File: config.mk
export PLATFORM = sky130hd
export DESIGN_NAME = cpu_run_ctrl
export DESIGN_NICKNAME = d
export VERILOG_FILES = /design/src/rtl/cpu_ctrl_pkg.sv /design/src/rtl/btn_debounce.sv /design/src/rtl/cpu_run_ctrl.sv
export SDC_FILE = /design/constraint.sdc
export NUM_CORES = 1
export LEC_CHECK = 0
export ABC_CLOCK_PERIOD_IN_PS = 2600
export CORE_ASPECT_RATIO = 1.25
export CORE_UTILIZATION = 25
export DETAILED_ROUTE_END_ITERATION = 8
export PLACE_DENSITY = 0.5
export SLEW_MARGIN = 15
export SYNTH_ARGS = -nofsm -noshare
export SYNTH_HDL_FRONTEND = slang
export SYNTH_SLANG_ARGS = --single-unit
File: constraint.sdc
create_clock -name clk -period 2.6 [get_ports clk]
set_clock_uncertainty 0.05 [all_clocks]
set_input_delay 0.26 -clock clk [delete_from_list [all_inputs] [get_ports clk]]
set_output_delay 0.26 -clock clk [all_outputs]
set_load 0.02 [all_outputs]
File: src/rtl/cpu_ctrl_pkg.sv
`default_nettype none
// ============================================================================
// Module      : cpu_ctrl_pkg
// Description : Shared types and defaults for the CPU run controller.
//               Run-mode and controller-state enums, default parameter
//               values and small decode helpers.
// Revision    : 1.0 - initial release
// ============================================================================
package cpu_ctrl_pkg;

    // Board mode switch encoding
    typedef enum logic [1:0] {
        MODE_HALT = 2'd0,
        MODE_RUN  = 2'd1,
        MODE_SLOW = 2'd2,
        MODE_STEP = 2'd3
    } run_mode_t;

    // Controller state encoding, visible on the state output
    typedef enum logic [2:0] {
        ST_HALT = 3'd0,
        ST_RUN  = 3'd1,
        ST_SLOW = 3'd2,
        ST_STEP = 3'd3,
        ST_BRK  = 3'd4,
        ST_DONE = 3'd5
    } ctrl_state_t;

    localparam int c_DEF_DIV_PERIOD = 50000000;
    localparam int c_DEF_DEB_CYCLES = 500000;
    localparam int c_DEF_CNT_W      = 32;

    // States in which the pipeline is not being advanced on its own
    function automatic logic is_halted_state(input ctrl_state_t s);
        logic r;
        r = (s == ST_HALT) || (s == ST_BRK) || (s == ST_DONE);
        return r;
    endfunction

    // State requested by the mode switch when nothing else overrides it
    function automatic ctrl_state_t mode_to_state(input run_mode_t m);
        ctrl_state_t r;
        case (m)
            MODE_RUN:  r = ST_RUN;
            MODE_SLOW: r = ST_SLOW;
            MODE_STEP: r = ST_STEP;
            default:   r = ST_HALT;
        endcase
        return r;
    endfunction

endpackage
`default_nettype wire

File: src/rtl/btn_debounce.sv
`default_nettype none
// ============================================================================
// Module      : btn_debounce
// Description : Synchronizes a raw active-low push button and emits a
//               single-cycle pulse for each accepted press (1->0 transition
//               that stayed stable for DEB_CYCLES synchronized samples).
// Revision    : 1.0 - initial release
// ============================================================================
module btn_debounce
    import cpu_ctrl_pkg::*;
#(
    parameter int DEB_CYCLES = c_DEF_DEB_CYCLES
)(
    input  logic clk,
    input  logic reset_n,
    input  logic raw_n_i,
    output logic press_pulse_o
);

    localparam int              c_CW   = $clog2(DEB_CYCLES + 1);
    localparam logic [c_CW-1:0] c_LAST = c_CW'(DEB_CYCLES - 1);

    logic            sync1_q, sync2_q;
    logic            level_q, level_d;
    logic [c_CW-1:0] cnt_q,   cnt_d;
    logic            press_q, press_d;

    // Two-flop synchronizer; the button idles released (high) out of reset
    always_ff @(posedge clk or negedge reset_n) begin
        if (!reset_n) begin
            sync1_q <= 1'b1;
            sync2_q <= 1'b1;
        end else begin
            sync1_q <= raw_n_i;
            sync2_q <= sync1_q;
        end
    end

    // Count consecutive samples that disagree with the accepted level and
    // adopt the new level once the run is long enough
    always_comb begin
        level_d = level_q;
        cnt_d   = cnt_q;
        press_d = 1'b0;
        if (sync2_q == level_q) begin
            cnt_d = '0;
        end else if (cnt_q == c_LAST) begin
            level_d = sync2_q;
            cnt_d   = '0;
            press_d = ~sync2_q;
        end else begin
            cnt_d = cnt_q + 1'b1;
        end
    end

    // Debounce state registers
    always_ff @(posedge clk or negedge reset_n) begin
        if (!reset_n) begin
            level_q <= 1'b1;
            cnt_q   <= '0;
            press_q <= 1'b0;
        end else begin
            level_q <= level_d;
            cnt_q   <= cnt_d;
            press_q <= press_d;
        end
    end

    assign press_pulse_o = press_q;

endmodule
`default_nettype wire

File: src/rtl/cpu_run_ctrl.sv
`default_nettype none
// ============================================================================
// Module      : cpu_run_ctrl
// Description : Single-clock execution controller for the pipeline. Produces
//               the registered pipeline clock enable for HALT / RUN / SLOW /
//               STEP modes, stops on program end or PC breakpoint and counts
//               issued enables.
// Revision    : 1.0 - initial release
// ============================================================================
module cpu_run_ctrl
    import cpu_ctrl_pkg::*;
#(
    parameter int DIV_PERIOD = c_DEF_DIV_PERIOD,
    parameter int DEB_CYCLES = c_DEF_DEB_CYCLES,
    parameter int CNT_W      = c_DEF_CNT_W
)(
    input  logic             clk,
    input  logic             reset_n,
    input  logic [1:0]       mode_i,
    input  logic             step_btn_n_i,
    input  logic             bp_en_i,
    input  logic [31:0]      bp_addr_i,
    input  logic [31:0]      pc_i,
    input  logic             endcontrol_i,
    input  logic             clr_cnt_i,
    output logic             cpu_ce_o,
    output logic [CNT_W-1:0] cycle_count_o,
    output logic [2:0]       state_o,
    output logic             halted_o,
    output logic             bp_hit_o
);

    localparam int              c_DW       = $clog2(DIV_PERIOD);
    localparam logic [c_DW-1:0] c_DIV_LAST = c_DW'(DIV_PERIOD - 1);

    ctrl_state_t      state_q, state_d;
    logic             ce_q,    ce_d;
    logic [c_DW-1:0]  div_q,   div_d;
    logic             skip_q,  skip_d;
    logic [CNT_W-1:0] cnt_q,   cnt_d;

    run_mode_t        w_mode;
    logic             w_press;
    logic             w_active;
    logic             w_bp_cond;

    btn_debounce #(
        .DEB_CYCLES (DEB_CYCLES)
    ) u_step_deb (
        .clk           (clk),
        .reset_n       (reset_n),
        .raw_n_i       (step_btn_n_i),
        .press_pulse_o (w_press)
    );

    assign w_mode    = run_mode_t'(mode_i);
    assign w_active  = (state_q == ST_RUN) || (state_q == ST_SLOW) ||
                       (state_q == ST_STEP);
    // bp_skip masks the breakpoint we just stopped on until one enable has
    // been issued, so execution can step past it
    assign w_bp_cond = w_active && bp_en_i && (pc_i == bp_addr_i) && !skip_q;

    // Next state and next clock-enable decision; end and breakpoint override
    // everything and suppress the enable in their detection cycle
    always_comb begin
        state_d = state_q;
        ce_d    = 1'b0;
        div_d   = '0;
        if (state_q == ST_DONE || endcontrol_i) begin
            state_d = ST_DONE;
        end else if (w_bp_cond) begin
            state_d = ST_BRK;
        end else if (state_q == ST_BRK) begin
            if (w_mode == MODE_HALT) begin
                state_d = ST_HALT;
            end else if (w_press) begin
                ce_d = 1'b1;
                if (w_mode == MODE_STEP) begin
                    state_d = ST_STEP;
                end
            end
        end else begin
            state_d = mode_to_state(w_mode);
            case (state_q)
                ST_RUN: begin
                    ce_d = 1'b1;
                end
                ST_SLOW: begin
                    ce_d  = (div_q == c_DIV_LAST);
                    div_d = ce_d ? '0 : div_q + 1'b1;
                end
                ST_STEP: begin
                    ce_d = w_press;
                end
                default: begin
                    ce_d = 1'b0;
                end
            endcase
        end
    end

    // Breakpoint skip flag: armed on BRK entry, released by the next enable
    always_comb begin
        skip_d = skip_q;
        if (state_d == ST_BRK && state_q != ST_BRK) begin
            skip_d = 1'b1;
        end else if (ce_q) begin
            skip_d = 1'b0;
        end
    end

    // Saturating count of issued enables; clear has priority
    always_comb begin
        cnt_d = cnt_q;
        if (clr_cnt_i) begin
            cnt_d = '0;
        end else if (ce_q && !(&cnt_q)) begin
            cnt_d = cnt_q + 1'b1;
        end
    end

    // Controller state registers
    always_ff @(posedge clk or negedge reset_n) begin
        if (!reset_n) begin
            state_q <= ST_HALT;
            ce_q    <= 1'b0;
            div_q   <= '0;
            skip_q  <= 1'b0;
            cnt_q   <= '0;
        end else begin
            state_q <= state_d;
            ce_q    <= ce_d;
            div_q   <= div_d;
            skip_q  <= skip_d;
            cnt_q   <= cnt_d;
        end
    end

    assign cpu_ce_o      = ce_q;
    assign cycle_count_o = cnt_q;
    assign state_o       = state_q;
    assign halted_o      = is_halted_state(state_q);
    assign bp_hit_o      = (state_q == ST_BRK);

endmodule
`default_nettype wire

* After elaboration in Yosys (flattened, before gate mapping) *
Cells that the tools add are included.

cells by class
  add/sub/neg operators = 3
  multiply operators = 0
  divide/modulo/power cells = 0
  magnitude comparators = 0
  equal/unequal tests = 14
  shift-type cells = 0
  mux-type cells = 26
  bitwise logic cells = 2
  reductions and logical operators = 18

operator list
  kind                                                                   count
  26-bit 2-to-1 mux                                                      5
  32-bit 2-to-1 mux                                                      2
  19-bit 2-to-1 mux                                                      2
  32-bit by 1-bit adder with 32-bit output, second input constant        1
  32-bit equality test                                                   1
  32-bit AND reduction                                                   1
  26-bit by 1-bit adder with 26-bit output, second input constant        1
  26-bit equality test, second input constant                            1
  19-bit by 1-bit adder with 19-bit output, second input constant        1
  19-bit equality test, second input constant                            1
  3-bit 2-to-1 mux                                                       6
  3-bit equality test, second input constant                             3
  1-bit 2-to-1 mux                                                       9
  3-bit by 2-bit equality test with 1-bit output, second input constant  2
  2-bit one-hot mux with 3 select lines                                  1
  1-bit logical AND                                                      5
  1-bit logical OR                                                       5
  2-bit equality test, second input constant                             2
  2-bit nonzero test                                                     2
  3-bit by 1-bit equality test with 1-bit output, second input constant  1
  3-bit logical NOT                                                      1
  3-bit inequality test, second input constant                           1
  1-bit one-hot mux with 3 select lines                                  1
  2-bit by 1-bit equality test with 1-bit output, second input constant  1
  other kinds (5)                                                        7

storage, ports and cells
  bits in registers = 86
  latch bits = 0
  bits in writable memories = 0
  memory bits (read-only) = 0
  input port bits = 72
  output and inout port bits = 38
  word-level logic and storage cells = 73
  memories = 0

* Longest topological paths before layout *
  depth after elaboration = 11
  mapped depth = 8
  gate-level depth less buffers = 6

* By module *
A second synthesis with hierarchy kept.

second synthesis, totals
  cells, all modules = 543
  area total of the unflattened synthesis = 5099.9 um^2

by module, submodules not included
  module        times used  cells an instance  area an instance (um^2)  seq. area each (um^2)
  cpu_run_ctrl  1           433                3977.6                   1576.5
  btn_debounce  1           110                1122.3                   579.3

* Worst setup path after synthesis *
OpenSTA, ideal clock, no wires.

  path type = register to register
  from = register cnt_q[0], in the netlist cycle_count_o[0]
  to = register cnt_q[1], in the netlist cycle_count_o[1]
  setup time = 0.132 ns
  arrival = 2.067 ns
  required time = 2.418 ns
  setup slack = 0.351 ns
  cell stages (with the launch flop) = 9
  buffers on the path = 2
  period minus slack after synthesis = 2.249 ns
  cell sequence = dfrtp_1 > ha_1 > and4_1 > nand4_1 > o31ai_4 > buf_6 > buf_12 > mux2i_1 > nor2_1

between the ends
  longest elaborated chain between the ends = 4
  elaborated cells on any way between the ends = 7
  those cells by class = add/sub: 1; mux: 2; reduce/logical: 4

RTL lines
  element                                                                                           line                 source
  start, declared                                                                                   cpu_run_ctrl.sv:40   logic [CNT_W-1:0] cnt_q, cnt_d;
  start signal, assigned                                                                            cpu_run_ctrl.sv:135  cnt_q <= cnt_d;
  parallel branches: the longest is 4 deep, another holds 32-bit by 1-bit adder with 32-bit output  -

Several ways; the timed one is not identified. The select of a mux whose other input is x is not followed.
A chain may end at the register's enable or synchronous reset.

* Final worst setup path *
  from = register cnt_q[0], in the netlist cycle_count_o[0]
  to = register cnt_q[13], in the netlist cycle_count_o[13]

Same word-level chain as after synthesis.

==> impl_results.md <==
* Leakage dissipation at about 2.5 nW
* Outcome: finished clean
* Die width at about 130 µm
* Avg Inst Size Synth at 9.56 µm²
* Synth Area in Adders at less than 1%
* # hold bufs at CTS at 1
* Gate count of the mapped netlist at approximately 500
* H-tree depth at 3
* RSZ-0062 raised after global routing: false
* Max Freq at a little over 0.4 GHz
* Synthesized area at 4910 µm²
* Power density cells at between 400 and 500 nW/µm²
* Post-route DRC at 0
* Yosys warning count at 0
* Synth-to-Final Area Change at 36.0%
* Core Util, Final at a little over a third
* Minimum clock period at between 2 and 2.5 ns
* Largest family of logic cells by synthesized area: simple AND/OR/NAND/NOR gates
* Vias/cell at approximately 4.7
* Total track usage at around an eighth
* TNS Setup at 0 ns
* Main synth FF type: dfrtp_1
* Top cells by count, synth: 83 x dfrtp_1, 48 x xor2_1, 43 x nor4_1, 41 x nor2_1
* CTS buffer count at 9
* Post-synth EDFFs at 0
* Final setup fails at 0
* Initial antenna violation count at 0
* CTS resizes at 0
* Clk Latency, worst-skew pair at 0.34 ns
* Post-CTS setup buffers at 0
* Clock Sinks at 86
* Vias in the first global route at between 4000 and 5000
* Final hold violations at 0
* Clock buffer depth at 2
* Critical path type: reg2reg
* First DRT Iteration DRCs at roughly 230
* Starting Density at around a quarter
* FP Rows at between 50 and 60
* Pin count of the biggest net entering global routing at between 40 and 50
* Placement Cell Area at 6370 µm²
* Synth cell types at 57
* Synth Area in XOR/XNOR at between 10% and 20%
* Top cell type's share of synthesized area at a little over two fifths
* Height of the chip at between 150 and 200 µm
* Synth Area in Simple Gates at 29.9%
* HPWL after DPL at between 9000 and 10000 µm
* Critical Path RT at 2.78 ns
* CP endpoint kind: flop
* WP data arrival at around 2.6 ns
* Share of cells above drive strength 1 at roughly 10%
* Synth Area in Compound Gates at under 10%
* Final nets at about 710
* First-pass GRT wire length at around 21000 µm
* Seq/Total Area, Yosys at 43.9%
* Boundary Pins at between 100 and 150
* Most frequently used cell type in the post-synthesis netlist: dfrtp_1
* HP Class: in2reg
* Die area at ~20000 µm²
* Final antenna diode count at 0
* Leading area contributor after synthesis: dfrtp_1
* Max cap viols at 0
* Final ANT Viol Nets at 0
* Iteration count of the initial detailed-routing pass at 6
* Reg clk slew, reported paths at 0.06 ns
* Max IR drop VDD at around 0.26 mV
* GP Congestion at approximately 0.77
* CTS tree: done
* Crit share post-route at 92.6%
* Top post-synthesis cells by area: dfrtp_1 42%, xor2_1 8.6%, nor4_1 5.5%
* IO Port Bufs at 109
* Root buf cell: clkbuf_16
* Core area at 19000 µm²
* Mapped Nets at approximately 590
* Async SR Flop Fraction at 100%
* Congestion Overflow GR at 0
* Slew HR at 41.7%
* Final Max Slew Viols at 0
* DRT Wirelength at roughly 13000 µm
* Yosys reg bits at 86
* Worst-Margin Slew at about 0.87 ns
* Worst setup SP type: flop
* Via count at ~4300
* WL/cell at 14.3 µm
* Post-synthesis mux area share at less than 1%
* Crit-path max FO at 22
* Post-route cell area at between 6000 and 7000 µm²
-- critical path, stage by stage, from the launching register on --
cell and delay (ns):
dfrtp_1 0.45, ha_1 0.25, and4_1 0.31, nand4_1 0.30, o31ai_4 0.30, buf_4 0.27, nor4_1 0.09, mux2_2 0.27
-- registers in the layout (all words and copies together) (netlist names) --
name	flops
u_step_deb.sync1_q	1
state_o	3
cycle_count_o	32
skip_q	1
u_step_deb.level_q	1
u_step_deb.press_pulse_o	1
u_step_deb.sync2_q	1
u_step_deb.cnt_q	19
div_q	26
cpu_ce_o	1
-- per-stage QoR --
| stage | power, mW | setup WS [ns] | hold slack (ns) | cells |
|---|---|---|---|---|
| floorplan | 1.50 | 0.351 | -0.0856 | 514 |
| global placement | 1.69 | 0.303 | 0.116 | 881 |
| detailed placement | 1.70 | 0.214 | 0.125 | 881 |
| CTS | 2.99 | 0.198 | 0.253 | 898 |
| global route | 3.06 | 0.0465 | 0.272 | 898 |
| finish | 2.93 | 0.193 | 0.271 | 898 |
-- cells by family (layout without fill, tap and decap cells) --
logic type / Yosys count / count (layout)
buffers and inverters: 32 / 155
adders and majority gates: 3 / 3
muxes: 4 / 4
AOI/OAI and AO/OA: 61 / 61
DFF: 86 / 86
xor gates and xnor gates: 78 / 78
and+or+nand+nor: 250 / 250
-- layout by cell type (no fill, tap or decap), drive strengths merged, types with 3 or more instances in the layout --
cell,count
inv,13
nand2,29
o31ai,4
xor2,48
nor2b,5
dfrtp,83
nor4b,6
and4,7
dfstp,3
buf,17
nand3,30
nand4,18
a21oi,25
clkinvlp,4
xnor2,30
ha,3
nor4,45
and3,6
or3,25
nor2,41
or4,7
nor3,17
clkbuf,12
clkdlybuf4s50,108
o21ai,21
mux2,3
and2,3
-- layout make-up --
cell class	count	area [µm²]
clock buffer	12	267
clock inverter	4	30.0
fill	1946	12300
inverter	13	48.8
multi-input combinational	396	2610
sequential	86	2160
tap	261	327
timing repair buffer	126	1240
-- routing by layer --
layer	track usage (%)	routed length (µm)	vias to the layer above	share of wire [%]
li1	-	-	2114	-
met1	14.9	5410	2070	42
met2	23.7	6830	70	53
met3	3.13	559	8	4.3
met4	4.00	89	0	0.69
met5	0	0	-	0
-- power breakdown --
part	internal (mW)	switching, mW	total, mW
Clock	0.726	0.542	1.27
Combinational	0.161	0.135	0.296
Sequential	1.35	0.0157	1.37
Total	2.24	0.692	2.93
-- worst paths after layout --
check                                   start             endpoint  slack (ns)  cells after the start
max                          cycle_count_o[0]    cycle_count_o[13]        0.19                      7
min                              step_btn_n_i   u_step_deb.sync1_q        0.27                      1
max reg2reg                  cycle_count_o[0]    cycle_count_o[13]        0.19                      7
min reg2reg                u_step_deb.sync1_q   u_step_deb.sync2_q        0.31                      0
max in group asynchronous             reset_n            div_q[24]        1.55                      3
min in group asynchronous             reset_n  u_step_deb.cnt_q[0]        0.30                      2
Note: power is estimated with default switching activity, not from simulation.
